**src/rtl/sklansky_subtractor_pipe_if.sv**
```systemverilog
// Operand/result handshake bundle for the Sklansky subtractor pipeline.
// Valid/ready: a beat transfers on a rising edge where valid & ready are both 1; the producer holds valid and data until then.
interface sklansky_subtractor_pipe_if #(
  parameter int WIDTH = 16
);
  logic             in_valid;
  logic             in_ready;
  logic [WIDTH:1]   A;
  logic [WIDTH:1]   B;
  logic             Borrow_in;
  logic             out_valid;
  logic             out_ready;
  logic [WIDTH:1]   Diff;
  logic [WIDTH:0]   Borrow_Out;
  logic             Zero;
  logic             Overflow;

  modport master (
    output in_valid, A, B, Borrow_in, out_ready,
    input  in_ready, out_valid, Diff, Borrow_Out, Zero, Overflow
  );

  modport slave (
    input  in_valid, A, B, Borrow_in, out_ready,
    output in_ready, out_valid, Diff, Borrow_Out, Zero, Overflow
  );
endinterface

```
**src/rtl/sklansky_subtractor_pipe.sv**
```systemverilog
// Two-stage A - B - Borrow_in subtractor: computed as A + ~B + ~Borrow_in through a
// Sklansky prefix tree split across stages; all outputs are registered in stage 2.
module sklansky_subtractor_pipe #(
  parameter int WIDTH = 16,
  parameter int SPLIT = (WIDTH == 16) ? 2 : $clog2(WIDTH) / 2
) (
  input logic                       clk,
  input logic                       rst_n,
  sklansky_subtractor_pipe_if.slave bus
);
  localparam int L = $clog2(WIDTH);

  // One Sklansky level: bits in the upper half of each 2^j block absorb the top bit of the lower half.
  function automatic logic [2*WIDTH-1:0] prefix_level(input logic [WIDTH-1:0] p,
                                                      input logic [WIDTH-1:0] g,
                                                      input int               j);
    logic [WIDTH-1:0] po;
    logic [WIDTH-1:0] go;
    int               lo;
    po = p;
    go = g;
    for (int i = 0; i < WIDTH; i++) begin
      if (((i >> (j - 1)) & 1) == 1) begin
        lo    = ((i >> (j - 1)) << (j - 1)) - 1;
        po[i] = p[i] & p[lo];
        go[i] = g[i] | (p[i] & g[lo]);
      end
    end
    return {po, go};
  endfunction

  logic [WIDTH-1:0] w_a, w_b, w_bit_p, w_s1_p, w_s1_g;
  logic [WIDTH-1:0] w_s2_p, w_s2_g, w_carry, w_diff;
  logic [WIDTH:0]   w_bo;
  logic             w_zero, w_ovf;
  logic             w_in_acc, w_s2_free, w_s1_adv, w_in_ready;

  logic             r_s1_valid, r_s1_c0, r_s1_amsb, r_s1_bmsb;
  logic [WIDTH-1:0] r_s1_p1, r_s1_p, r_s1_g;
  logic             r_s2_valid, r_s2_zero, r_s2_ovf;
  logic [WIDTH-1:0] r_s2_diff;
  logic [WIDTH:0]   r_s2_bo;

  assign w_a = bus.A;
  assign w_b = bus.B;

  assign w_s2_free  = ~r_s2_valid | bus.out_ready;
  assign w_s1_adv   = r_s1_valid & w_s2_free;
  assign w_in_ready = ~r_s1_valid | w_s1_adv;
  assign w_in_acc   = bus.in_valid & w_in_ready;

  always_comb begin
    w_bit_p = w_a ^ ~w_b;
    w_s1_p  = w_bit_p;
    w_s1_g  = w_a & ~w_b;
    for (int j = 1; j <= SPLIT; j++) begin
      {w_s1_p, w_s1_g} = prefix_level(w_s1_p, w_s1_g, j);
    end
  end

  // Operand data is captured only on accept, so idle-cycle garbage never enters the pipe.
  always_ff @(posedge clk or negedge rst_n) begin
    if (!rst_n) begin
      r_s1_valid <= 1'b0;
      r_s1_p1    <= '0;
      r_s1_p     <= '0;
      r_s1_g     <= '0;
      r_s1_c0    <= 1'b0;
      r_s1_amsb  <= 1'b0;
      r_s1_bmsb  <= 1'b0;
    end else begin
      if (w_in_acc) begin
        r_s1_valid <= 1'b1;
      end else if (w_s1_adv) begin
        r_s1_valid <= 1'b0;
      end
      if (w_in_acc) begin
        r_s1_p1   <= w_bit_p;
        r_s1_p    <= w_s1_p;
        r_s1_g    <= w_s1_g;
        r_s1_c0   <= ~bus.Borrow_in;
        r_s1_amsb <= w_a[WIDTH-1];
        r_s1_bmsb <= w_b[WIDTH-1];
      end
    end
  end

  always_comb begin
    w_s2_p = r_s1_p;
    w_s2_g = r_s1_g;
    for (int j = SPLIT + 1; j <= L; j++) begin
      {w_s2_p, w_s2_g} = prefix_level(w_s2_p, w_s2_g, j);
    end
    w_carry = w_s2_g | (w_s2_p & {WIDTH{r_s1_c0}});
    w_diff  = r_s1_p1 ^ {w_carry[WIDTH-2:0], r_s1_c0};
    w_bo    = ~{w_carry, r_s1_c0};
    w_zero  = ~|w_diff;
    w_ovf   = (r_s1_amsb ^ r_s1_bmsb) & (w_diff[WIDTH-1] ^ r_s1_amsb);
  end

  always_ff @(posedge clk or negedge rst_n) begin
    if (!rst_n) begin
      r_s2_valid <= 1'b0;
      r_s2_diff  <= '0;
      r_s2_bo    <= '0;
      r_s2_zero  <= 1'b0;
      r_s2_ovf   <= 1'b0;
    end else if (w_s1_adv) begin
      r_s2_valid <= 1'b1;
      r_s2_diff  <= w_diff;
      r_s2_bo    <= w_bo;
      r_s2_zero  <= w_zero;
      r_s2_ovf   <= w_ovf;
    end else if (bus.out_ready) begin
      r_s2_valid <= 1'b0;
    end
  end

  assign bus.in_ready   = w_in_ready;
  assign bus.out_valid  = r_s2_valid;
  assign bus.Diff       = r_s2_diff;
  assign bus.Borrow_Out = r_s2_bo;
  assign bus.Zero       = r_s2_zero;
  assign bus.Overflow   = r_s2_ovf;
endmodule

```
**src/flat_wrapper.sv**
```systemverilog
// flat-port wrapper written by rule: the top's interface ports become plain ports
module sklansky_subtractor_pipe_flat 
#(
  parameter int WIDTH = 16,
  parameter int SPLIT = (WIDTH == 16) ? 2 : $clog2(WIDTH) / 2
)
  (clk, rst_n, bus_in_valid, bus_A, bus_B, bus_Borrow_in, bus_out_ready, bus_in_ready, bus_out_valid, bus_Diff, bus_Borrow_Out, bus_Zero, bus_Overflow);
  sklansky_subtractor_pipe_if #(.WIDTH(WIDTH)) bus_i ();
  input logic clk;
  input logic rst_n;
  input wire logic [$bits(bus_i.in_valid)-1:0] bus_in_valid;
  input wire logic [$bits(bus_i.A)-1:0] bus_A;
  input wire logic [$bits(bus_i.B)-1:0] bus_B;
  input wire logic [$bits(bus_i.Borrow_in)-1:0] bus_Borrow_in;
  input wire logic [$bits(bus_i.out_ready)-1:0] bus_out_ready;
  output wire logic [$bits(bus_i.in_ready)-1:0] bus_in_ready;
  output wire logic [$bits(bus_i.out_valid)-1:0] bus_out_valid;
  output wire logic [$bits(bus_i.Diff)-1:0] bus_Diff;
  output wire logic [$bits(bus_i.Borrow_Out)-1:0] bus_Borrow_Out;
  output wire logic [$bits(bus_i.Zero)-1:0] bus_Zero;
  output wire logic [$bits(bus_i.Overflow)-1:0] bus_Overflow;
  assign bus_i.in_valid = bus_in_valid;
  assign bus_i.A = bus_A;
  assign bus_i.B = bus_B;
  assign bus_i.Borrow_in = bus_Borrow_in;
  assign bus_i.out_ready = bus_out_ready;
  assign bus_in_ready = bus_i.in_ready;
  assign bus_out_valid = bus_i.out_valid;
  assign bus_Diff = bus_i.Diff;
  assign bus_Borrow_Out = bus_i.Borrow_Out;
  assign bus_Zero = bus_i.Zero;
  assign bus_Overflow = bus_i.Overflow;
  sklansky_subtractor_pipe #(.WIDTH(WIDTH), .SPLIT(SPLIT)) u_core (.clk(clk), .rst_n(rst_n), .bus(bus_i));
endmodule
```
**config.mk**
```make
export PLATFORM = sky130hd
export DESIGN_NAME = sklansky_subtractor_pipe_flat
export DESIGN_NICKNAME = d
export VERILOG_FILES = /design/src/rtl/sklansky_subtractor_pipe_if.sv /design/src/rtl/sklansky_subtractor_pipe.sv /design/src/flat_wrapper.sv
export SDC_FILE = /design/constraint.sdc
export NUM_CORES = 1
export LEC_CHECK = 0
export ABC_AREA = 0
export ABC_CLOCK_PERIOD_IN_PS = 2000
export CAP_MARGIN = 20
export CORE_ASPECT_RATIO = 1.75
export CORE_MARGIN = 2
export CORE_UTILIZATION = 30
export CTS_BUF_LIST = sky130_fd_sc_hd__clkbuf_2
export CTS_CLUSTER_SIZE = 28
export DETAILED_ROUTE_END_ITERATION = 16
export GPL_TIMING_DRIVEN = 1
export SLEW_MARGIN = 25
export SYNTH_ARGS = -nofsm -noshare
export SYNTH_HDL_FRONTEND = slang
export SYNTH_SLANG_ARGS = --single-unit
```
**constraint.sdc**
```tcl
create_clock -name clk -period 2 [get_ports clk]
set_clock_uncertainty 0.05 [all_clocks]
set_input_delay 0.4 -clock clk [delete_from_list [all_inputs] [get_ports clk]]
set_output_delay 0.4 -clock clk [all_outputs]
set_load 0.005 [all_outputs]
```
==> impl_results.md <==
- Cells traversed along the worst timing path: ha_2, or3_4, a2111oi_4, and4_1, nand4b_1, o31ai_2
- Die Y-Extent: 156 um
- First-pass GRT wire length: 14700 um
- CP delay by family, top: simple AND/OR/NAND/NOR gates
- RR Startpoint: u_core.r_s1_c0
- # port buffers: 73
- Leakage power of the design: 2.45 nW
- Max cap viols: 0
- Number of cells in the finished layout apart from fillers: 650
- Pwr dens: 880 nW/um^2
- Post-place setup slack: -0.164 ns
- Clock sinks: 84
- Post-Syn Area: 3980 sq um
- Most used DFF post-synth: sky130_fd_sc_hd__dfrtp_1
- Tcrit/Tclk final: 96.9%
- Worst Setup End Kind: flip-flop
- Skew-Pair Late Insertion Delay: 0.52 ns
- Synthesized net count: 420
- Clk pwr share: 18.0%
- Final hold slack: 0.300 ns
- Average via count per standard cell: 4.61
- Placed instance count: 623
- Crit path time final: 1.94 ns
- Aggregate routed wire length: 8740 um
- Largest vdd supply drop: 0.294 mV
- Internal power contribution: 3.26 mW
- Detailed-routing iteration count for the pre-antenna-repair pass: 4
- Maximum buffer depth of the clock tree: 2
- CP max-delay cell: sky130_fd_sc_hd__dfrtp_1
- GRT Overall Usage: 13.0%
- Crit path largest cell delay: 0.43 ns
- Average cell area after synthesis: 10.9 sq um
- Net Sw Power: 1.42 mW
- GRT Residual Overflow: 0
- Combined area of the multi-input logic cells: 1760 sq um
- Core footprint: 12900 sq um
- Share of total power consumed by net switching: 30.3%
- Worst EP arrival: 2.32 ns
- Post-synth cell types: 49
- Total clock buffers created by CTS: 9
- Cell at the root of the clock tree: sky130_fd_sc_hd__clkbuf_2
- Post-synthesis register bit count: 84
- Portion of total power attributed to sequential cells: 49.4%
- Maximum number of pins on one net before global-route repair: 42
- Flop-to-flop setup slack: 0.06 ns
- Via count of the routed design: 2999
- Vias in the first global route: 3063
- Starting density of the core: 30.8%
- I/O pin total: 74
- Residual antenna-violating net count after detailed routing: 0
- Combinational group share of total power: 32.6%
- Top fanout value on the critical path: 2
- Worst slew margin: 66.6%
- Fraction of layout cells with a size suffix above 1: 21.5%
- EDFF count, synth: 0
- Initial antenna violation count: 1
- # rows: 55
- Buffers and inverters on the worst path: 0
- Total count of max-transition violations in the final report: 0
- Number of nets at the end of the flow: 527
- Fraction of registers with async set/reset: 100%
- Warning count from the yosys run: 0
- Share of the yosys chip area belonging to registers: 52.8%
- Worst path depth: 6
- Post-detailed-route DRC marker count: 0
- Tightest Pin Transition: 0.502 ns
- Clock tree from TritonCTS: built
- Placed wire-length estimate after detailed placement: 6910 um
- Required time reported for the critical path endpoint: 2.38 ns
- Source of the critical timing path: u_core.r_s1_c0
- Unrepaired setup endpoints after global routing: true
- Achievable frequency: 516 MHz
- Classification of the worst setup path: reg -> reg
- Worst Reg-to-Reg Cells: 6
- Layout Area Growth over Synthesis: 33.6%
- Filler cell count in the final layout: 1321
- Area used by sequential logic in the layout: 2100 sq um
- Overall power: 4.68 mW
- Number of cells produced by synthesis: 366
- Final Setup Violations: 0
- Number of endpoints with negative hold slack in the final report: 0
- Outcome: completed
- Endpoint of the most critical register-to-register path: u_core.bus.Zero
- Final cell utilization of the core: 41.1%
- Post-detailed-route wirelength per cell: 13.4 um
- Worst hold-check path type: in -> async
- Horizontal die dimension: 91.1 um
- Final setup slack of the worst path: 0.0619 ns
- Clock-pin slew on the worst setup and hold paths: 0.22 ns
- Iter 0 DRT Violations: 139
- Worst setup SP type: flip-flop
- GP Congestion: 0.757
- H-tree depth: 3
- Area of the die: 14200 sq um
-- cells in the mapped netlist, types with 5 or more instances --
cell type                  number  share of area (%)
sky130_fd_sc_hd__a21oi_1       13                1.6
sky130_fd_sc_hd__ha_1          17                5.3
sky130_fd_sc_hd__inv_1         21                2.0
sky130_fd_sc_hd__and2_1         5               0.79
sky130_fd_sc_hd__mux2_2        35                9.9
sky130_fd_sc_hd__a21o_1        12                2.3
sky130_fd_sc_hd__nand2b_1       5               0.79
sky130_fd_sc_hd__clkbuf_1       8               0.75
sky130_fd_sc_hd__nand3_1        6               0.75
sky130_fd_sc_hd__nand2_1       56                5.3
sky130_fd_sc_hd__nor2_1         7               0.66
sky130_fd_sc_hd__nand4_1        6               0.94
sky130_fd_sc_hd__o21ai_0       36                4.5
sky130_fd_sc_hd__dfrtp_1       84                 53
sky130_fd_sc_hd__o31ai_1        5               0.94
sky130_fd_sc_hd__o211ai_1       5               0.94
-- what timing repair did --
item / in CTS / in global routing
endpoints found under the hold margin: 35 / 0
buffers inserted: 2 / 7
resized for setup: 4 / 11
hold buffers: 1 / 0
pin swaps: 5 / 4
cloned: 0 / 0
endpoints found under the setup margin: 2 / 11
-- flip-flops by register name, summed over array words and instances (netlist names) --
name	count
u_core.r_s1_valid	1
u_core.r_s1_p	16
u_core.r_s1_bmsb	1
u_core.r_s1_p1	12
u_core.bus.out_valid	1
u_core.r_s1_g	16
u_core.bus.Borrow_Out	17
u_core.bus.Zero	1
u_core.r_s1_c0	1
u_core.bus.Diff	16
u_core.bus.Overflow	1
u_core.r_s1_amsb	1
-- kinds of logic (layout without fill, tap and decap cells) --
family	after synthesis	in the layout	share of synthesized area (%)
and+or+nand+nor	98	98	11.8
adders and majority gates	17	17	5.34
xor gates and xnor gates	5	5	1.10
muxes	36	36	10.2
buffers and inverters	34	146	3.33
DFF	84	84	52.8
other	0	1	0
AOI/OAI and AO/OA	92	92	15.5
-- power groups by stage --
stage | Combinational, mW | Clock [mW] | Sequential (mW)
finish | 1.52 | 0.841 | 2.31
floorplan | 0.686 | 0 | 2.31
detailed placement | 1.49 | 0 | 2.36
CTS | 1.50 | 0.882 | 2.32
global placement | 1.46 | 0 | 2.33
global route | 1.68 | 0.953 | 2.37
-- worst max-delay path by stage --
stage / end / slack, ns
floorplan: u_core.bus.Zero / 0.02
global placement: bus_in_ready / -0.15
detailed placement: bus_in_ready / -0.16
CTS: u_core.bus.Zero / -0.004
global route: u_core.bus.Zero / -0.04
finish: u_core.bus.Zero / 0.06
-- metal layers --
metal	vias to the layer above	global-route usage (%)	wire [um]
li1	1511	-	-
met1	1424	15.3	3790
met2	60	22.8	4570
met3	4	2.26	288
met4	0	6.13	95
met5	-	0	0
-- metrics by stage --
| step | area [sq um] | setup TNS [ns] |
|---|---|---|
| final | 5320 | 0 |
| after global routing | 5320 | -0.0415 |
| after CTS | 5240 | -0.00435 |
| after detailed placement | 5110 | -4.80 |
| after global placement | 5110 | -3.85 |
| after floorplan | 3980 | 0 |
-- layout make-up --
| cell class | count | area share [%] |
|---|---|---|
| diodes | 1 | 0.0471 |
| inverters | 21 | 1.48 |
| multi-input cells | 248 | 33.2 |
| clock buffers | 11 | 1.04 |
| clock inverters | 5 | 0.988 |
| repair buffers | 109 | 19.7 |
| well taps | 171 | 4.02 |
| flip-flops and latches | 84 | 39.5 |
-- layout by cell type, fill, tap and decap left out, types with 2 or more instances in the layout --
cell type | synthesis | final
sky130_fd_sc_hd__dfrtp_1 | 84 | 84
sky130_fd_sc_hd__clkdlybuf4s50_1 | 0 | 64
sky130_fd_sc_hd__nand2_1 | 56 | 53
sky130_fd_sc_hd__o21ai_0 | 36 | 36
sky130_fd_sc_hd__mux2_2 | 35 | 35
sky130_fd_sc_hd__buf_4 | 0 | 33
sky130_fd_sc_hd__inv_1 | 21 | 21
sky130_fd_sc_hd__ha_1 | 17 | 16
sky130_fd_sc_hd__a21o_1 | 12 | 12
sky130_fd_sc_hd__clkbuf_2 | 0 | 12
sky130_fd_sc_hd__a21oi_1 | 13 | 11
sky130_fd_sc_hd__nor2_1 | 7 | 7
sky130_fd_sc_hd__nand3_1 | 6 | 6
sky130_fd_sc_hd__nand4_1 | 6 | 6
sky130_fd_sc_hd__dlymetal6s2s_1 | 0 | 6
sky130_fd_sc_hd__nand2b_1 | 5 | 5
sky130_fd_sc_hd__and2_1 | 5 | 5
sky130_fd_sc_hd__o31ai_1 | 5 | 5
sky130_fd_sc_hd__o211ai_1 | 5 | 5
sky130_fd_sc_hd__xor2_1 | 4 | 4
sky130_fd_sc_hd__nand2_2 | 0 | 3
sky130_fd_sc_hd__a211oi_1 | 3 | 3
sky130_fd_sc_hd__buf_12 | 0 | 3
sky130_fd_sc_hd__a22o_1 | 2 | 2
sky130_fd_sc_hd__a21oi_2 | 0 | 2
sky130_fd_sc_hd__or3b_2 | 2 | 2
sky130_fd_sc_hd__a221o_1 | 2 | 2
sky130_fd_sc_hd__nor2b_1 | 2 | 2
sky130_fd_sc_hd__clkinv_1 | 0 | 2
sky130_fd_sc_hd__clkinvlp_4 | 0 | 2
-- worst register-to-register path: stages (launching register included) --
cell	delay, ns
sky130_fd_sc_hd__dfrtp_1	0.43
sky130_fd_sc_hd__ha_2	0.19
sky130_fd_sc_hd__or3_4	0.34
sky130_fd_sc_hd__a2111oi_4	0.29
sky130_fd_sc_hd__and4_1	0.22
sky130_fd_sc_hd__nand4b_1	0.13
sky130_fd_sc_hd__o31ai_2	0.23
Note: power is estimated with default switching activity, not from simulation.
